### config.mk
export PLATFORM = sky130hd
export DESIGN_NAME = kws_audio_framer
export DESIGN_NICKNAME = d
export VERILOG_FILES = /design/src/rtl/kws_audio_framer.sv
export SDC_FILE = /design/constraint.sdc
export NUM_CORES = 1
export LEC_CHECK = 0
export CORE_MARGIN = 5
export CORE_UTILIZATION = 54
export DETAILED_ROUTE_END_ITERATION = 8
export PLACE_DENSITY_LB_ADDON = 0.1
export SKIP_CTS_REPAIR_TIMING = 1
export SLEW_MARGIN = 30
export SYNTH_ARGS = -nofsm -noshare
export SYNTH_HDL_FRONTEND = slang
export SYNTH_SLANG_ARGS = --single-unit
### constraint.sdc
create_clock -name clk -period 2.78 [get_ports clk]
set_input_delay 0.417 -clock clk [delete_from_list [all_inputs] [get_ports clk]]
set_output_delay 0.417 -clock clk [all_outputs]
set_load 0.05 [all_outputs]
### src/rtl/kws_audio_framer.sv
// Audio sample framer for the KWS accelerator: FIFO buffering, frame markers, overflow flag.
// Optional pre-emphasis filter on the write path, enabled by defining KWS_PREEMPH_EN.
module kws_audio_framer #(
  parameter int FIFO_DEPTH = 16,
  parameter int FRAME_LEN  = 256
) (
  input  logic                          clk,
  input  logic                          rst,
  input  logic                          enable,
  input  logic signed [15:0]            in_sample,
  input  logic                          in_valid,
  output logic                          in_ready,
  output logic signed [15:0]            out_sample,
  output logic                          out_valid,
  input  logic                          out_ready,
  output logic                          frame_start,
  output logic                          frame_end,
  output logic                          overflow,
  input  logic                          ovf_clear,
  output logic [$clog2(FIFO_DEPTH):0]   fifo_level
);

  localparam int DATA_W = 16;
  localparam int PTR_W  = $clog2(FIFO_DEPTH);
  localparam int LVL_W  = PTR_W + 1;
  localparam int CNT_W  = (FRAME_LEN > 1) ? $clog2(FRAME_LEN) : 1;
  localparam logic [LVL_W-1:0] LVL_FULL = LVL_W'(FIFO_DEPTH);
  localparam logic [CNT_W-1:0] CNT_LAST = CNT_W'(FRAME_LEN - 1);

  typedef enum logic [1:0] {
    S_IDLE  = 2'd0,
    S_RUN   = 2'd1,
    S_DRAIN = 2'd2
  } state_t;

  state_t                     state_q, state_d;
  logic [PTR_W-1:0]           wr_ptr_q, wr_ptr_d;
  logic [PTR_W-1:0]           rd_ptr_q, rd_ptr_d;
  logic [LVL_W-1:0]           level_q, level_d;
  logic [CNT_W-1:0]           cnt_q, cnt_d;
  logic                       ovf_q, ovf_d;
  logic signed [DATA_W-1:0]   mem_q [FIFO_DEPTH];
  logic signed [DATA_W-1:0]   wr_data;

  logic full, empty, push, pop, start_run;

  assign full      = (level_q == LVL_FULL);
  assign empty     = (level_q == '0);
  assign in_ready  = (state_q == S_RUN) && !full;
  assign out_valid = !empty;
  assign push      = in_valid && in_ready;
  assign pop       = out_valid && out_ready;
  assign start_run = (state_q == S_IDLE) && enable;

`ifdef KWS_PREEMPH_EN
  logic signed [DATA_W-1:0] xprev_q, xprev_d;

  function automatic logic signed [DATA_W-1:0] sat16(input logic signed [17:0] v);
    if (v > 18'sd32767)
      return 16'sh7fff;
    else if (v < -18'sd32768)
      return 16'sh8000;
    else
      return v[15:0];
  endfunction

  // y = x - x_prev + x_prev/32, evaluated with two guard bits before clamping
  function automatic logic signed [DATA_W-1:0] preemph(input logic signed [DATA_W-1:0] x,
                                                       input logic signed [DATA_W-1:0] xp);
    logic signed [17:0] x_w, xp_w, acc;
    x_w  = $signed({{2{x[15]}}, x});
    xp_w = $signed({{2{xp[15]}}, xp});
    acc  = x_w - xp_w + (xp_w >>> 5);
    return sat16(acc);
  endfunction

  assign wr_data = preemph(in_sample, xprev_q);

  always_comb begin
    xprev_d = xprev_q;
    if (start_run)
      xprev_d = '0;
    else if (push)
      xprev_d = in_sample;
  end

  always_ff @(posedge clk) begin
    if (rst)
      xprev_q <= '0;
    else
      xprev_q <= xprev_d;
  end
`else
  assign wr_data = in_sample;
`endif

  always_comb begin
    state_d = state_q;
    case (state_q)
      S_IDLE:  if (enable) state_d = S_RUN;
      S_RUN:   if (!enable) state_d = S_DRAIN;
      S_DRAIN: begin
        if (enable)
          state_d = S_RUN;
        else if (empty)
          state_d = S_IDLE;
      end
      default: state_d = S_IDLE;
    endcase
  end

  always_comb begin
    wr_ptr_d = wr_ptr_q;
    rd_ptr_d = rd_ptr_q;
    level_d  = level_q;
    if (push)
      wr_ptr_d = wr_ptr_q + PTR_W'(1);
    if (pop)
      rd_ptr_d = rd_ptr_q + PTR_W'(1);
    case ({push, pop})
      2'b10:   level_d = level_q + LVL_W'(1);
      2'b01:   level_d = level_q - LVL_W'(1);
      default: level_d = level_q;
    endcase
  end

  always_comb begin
    cnt_d = cnt_q;
    if (start_run)
      cnt_d = '0;
    else if (pop)
      cnt_d = (cnt_q == CNT_LAST) ? '0 : cnt_q + CNT_W'(1);
  end

  // A drop in the same cycle as ovf_clear keeps the flag set
  always_comb begin
    ovf_d = ovf_q;
    if ((state_q == S_RUN) && in_valid && !in_ready)
      ovf_d = 1'b1;
    else if (ovf_clear)
      ovf_d = 1'b0;
  end

  always_ff @(posedge clk) begin
    if (rst) begin
      state_q  <= S_IDLE;
      wr_ptr_q <= '0;
      rd_ptr_q <= '0;
      level_q  <= '0;
      cnt_q    <= '0;
      ovf_q    <= 1'b0;
    end else begin
      state_q  <= state_d;
      wr_ptr_q <= wr_ptr_d;
      rd_ptr_q <= rd_ptr_d;
      level_q  <= level_d;
      cnt_q    <= cnt_d;
      ovf_q    <= ovf_d;
    end
  end

  always_ff @(posedge clk) begin
    if (push)
      mem_q[wr_ptr_q] <= wr_data;
  end

  // Head is masked while empty so stale storage never reaches the accelerator
  assign out_sample  = out_valid ? mem_q[rd_ptr_q] : '0;
  assign frame_start = pop && (cnt_q == '0);
  assign frame_end   = pop && (cnt_q == CNT_LAST);
  assign overflow    = ovf_q;
  assign fifo_level  = level_q;

endmodule

==> impl_metrics.yaml <==
setup_path:
  r2r_end: "fifo_level[4]"
  cp_top_family: "multiplexers"
  worstPathArrival_ps: 2400
  startpoint_type: "flop"
  crit_chain: "buf_4 > buf_4 > mux4_2 > mux2_4 > o21ai_2 > a21oi_2 > buf_6"
  crit_type: "flop to output port"
  r2r_cells: 10
  worstSetupEndpoint: "out_sample[9]"
  crit_slowest_cell: "mux4_2"
  path_max_fanout: 4
  cp-end-kind: "output port"
  cpMostUsedCell: "buf_4"
  r2r-start: "fifo_level[2]"
  crit_buf_inv: 3
  max_stage_delay_ps: 500
  reg2reg_slack_ps: 40
  worst-path-stages: 7
  worstPathRequired_ps: 2360
synth:
  syn_nets: 627
  synthArstFlopShare: 0
  synthDistinctLibCells: 52
  synth_xor_area_frac: 0.01077
  synth_edf_count: 256
  synth-seq-cells: 284
  synth_area_leader_cell: "edfxtp_1"
  synth.cell_area_sq_um: 11380
  ys_warn_count: 0
  synth-simple-area-share: 0.03650
  muxShareOfSynthArea: 0.1590
  synth_top_cell_area_share: 0.6754
  yosys-top-cells-area: "edfxtp_1, mux4_2, dfxtp_1"
  synthTopCellsByCount: "edfxtp_1, mux4_2, nor2_1"
  synth_area_per_cell_sq_um: 19.16
  synth_compound_gate_area_share: 0.03781
  synth_fa_ha_area_frac: 0.01209
  ys.flop_type: "edfxtp_1"
  synthCells: 594
  synth_top_family_by_area: "multiplexers"
  ys_seq_area_frac: 0.7246
  synth.most_common_cell: "edfxtp_1"
timing:
  slew_headroom: 0.5533
  finalMaxSlewViolations: 0
  layout_min_cycle_time_ps: 2816
  rsz0062_at_grt: "true"
  finalHoldViolCount: 0
  timing.final.crit_share: 1.013
  worst_pin_slew_ps: 664.4
  final.setup_skew_ps: 9.248
  setup_slack_ps: -36.24
  setup-violations-final: 13
  fmaxAchievable_mhz: 355.1
route:
  route.vias.total: 5880
  drc: 0
  drt-vias-per-instance: 5.921
  drt_iter0_drc: 373
  ant_nets: 0
  firstDrtPassIters: 4
  routed_wl_microns: 23850
  wire_per_inst_microns: 24.01
grt:
  antenna_found_initial: 0
  grt_pass1_vias: 6061
  grt_use_met1: 0.2512
  overflow: 0
  grtUsageTotal: 0.1886
  gr-max-usage-layer: "met2"
  grtUsageMet2: 0.3336
  grt_pass1_wl_microns: 34620
  grt_max_degree: 49
  grt_util_met3: 0.03004
power:
  power_frac_comb: 0.323
  power.share.sequential: 0.394
  pwr_density_cell_nw_per_um2: 893.1
  total_power_mw: 12.30
  power_switching_mw: 3.918
  intPower_mw: 8.386
  clock_power_share: 0.283
  p_leak_nw: 4.412
  sw_frac_of_total: 0.3185
  ir_worst_vdd_uv: 703.1
placement:
  io_buffers: 47
  place_hpwl_microns: 13560
  placed_cell_area_sq_um: 12500
  place.gp.congestion: 0.7557
status:
  status: "complete, but fails checks"
  violations: "negative setup slack"
clock_network:
  numCtsBuffers: 28
  cts_sinks: 284
  path_clk_slew_ps: 60
  root_buffer: "clkbuf_16"
  clk_latency_ps: 540
  htree_levels: 1
  max-clock-path-buffers: 3
  cts_tree: "built"
run:
  max_cap_violations: 0
floorplanning:
  dieHeight_microns: 155.2
  die_w_microns: 155.2
  start_util: 0.5449
  rows: 53
  core-area_sq_um: 20890
  io_pins: 48
  die_area_sq_um: 24080
cells_and_area:
  n_fill_cell: 1410
  nNetsFinal: 730
  syn2layout_area_growth_pct: 21.04
  drive_gt1_frac: 0.3579
  finalInstanceArea_sq_um: 13780
  num_antenna_cells: 0
hold_path:
  hold_path_class: "input pin to flop"
[layout make-up]
cell class	count	area, sq um	area share
clock inverters	13	108.9	0.007901
repair buffers	105	1139	0.08264
multi-input cells	268	3148	0.2285
inverters	10	37.54	0.002725
flip-flops and latches	284	8262	0.5997
clock buffers	38	738.2	0.05358
well taps	275	344.1	0.02497
[cells in the final DEF, fill, tap and decap left out, types with 4 or more instances in the layout]
master           instances
nor2_2                  12
mux2_2                   5
mux2i_1                 17
xnor2_1                  5
nand2b_1                 5
o21ai_2                 11
clkbuf_16               34
dfxtp_2                  5
buf_12                   6
nor2_1                  18
nand3_1                  5
buf_6                   16
edfxtp_1               256
clkbuf_1                10
dfxtp_1                 21
o21ai_1                  6
xor2_1                   9
ha_1                     8
mux2_4                  11
inv_1                    9
clkdlybuf4s50_1         28
a21oi_2                 15
and3_1                   5
a21oi_1                 10
buf_4                   47
nor3_2                   4
clkinv_2                 4
mux4_2                  63
nand2_1                  8
[kinds of logic after synthesis]
| logic type | count (synthesis) |
|---|---|
| simple gates | 79 |
| compound gates | 66 |
| mux | 98 |
| flops | 284 |
| fa+ha+maj | 11 |
| xor+xnor | 14 |
| buf+inv | 42 |
[flip-flops by register name, summed over array words and instances, names as in the netlist, named ones only]
register and flops:
state_q 2, wr_ptr_q 4, mem_q 256, cnt_q 8, fifo_level 5, rd_ptr_q 4, overflow 1
[stage by stage]
stage	std cells	setup TNS (ps)	utilization	hold slack (ps)	setup slack (ps)
5_1_grt	993	-1371	0.6595	449.7	-114.3
3_5_place_dp	926	-112.6	0.5986	482.5	-112.6
6_report	993	-263.6	0.6595	464.1	-36.24
3_3_place_gp	926	0	0.5986	468.6	55.28
4_1_cts	977	-3346	0.6391	444.6	-307.0
2_1_floorplan	594	-179.4	-	461.4	-179.4
[metal layers]
metal / vias up / part of all wire
met5: - / 0
met4: 0 / 0.014
met3: 32 / 0.048
met2: 142 / 0.52
met1: 3079 / 0.42
li1: 2627 / -
[power groups by stage]
| stage | Sequential (mW) | Clock (mW) | Combinational, mW |
|---|---|---|---|
| floorplan | 4.99 | 0 | 2.30 |
| global placement | 4.92 | 0 | 3.39 |
| detailed placement | 4.94 | 0 | 3.44 |
| CTS | 4.84 | 3.56 | 3.46 |
| global route | 4.86 | 3.73 | 4.21 |
| finish | 4.85 | 3.48 | 3.97 |
[how the worst min path moves through the flow]
stage               slack (ps)    endpoint  cells after the start      from
floorplan                  460    cnt_q[1]                      2  cnt_q[1]
global placement           470    overflow                      2  overflow
detailed placement         480    overflow                      2  overflow
CTS                        440  state_q[1]                      2    enable
global route               450  state_q[1]                      2    enable
finish                     460  state_q[1]                      2    enable
No activity file was read; power rests on OpenSTA's default activity.
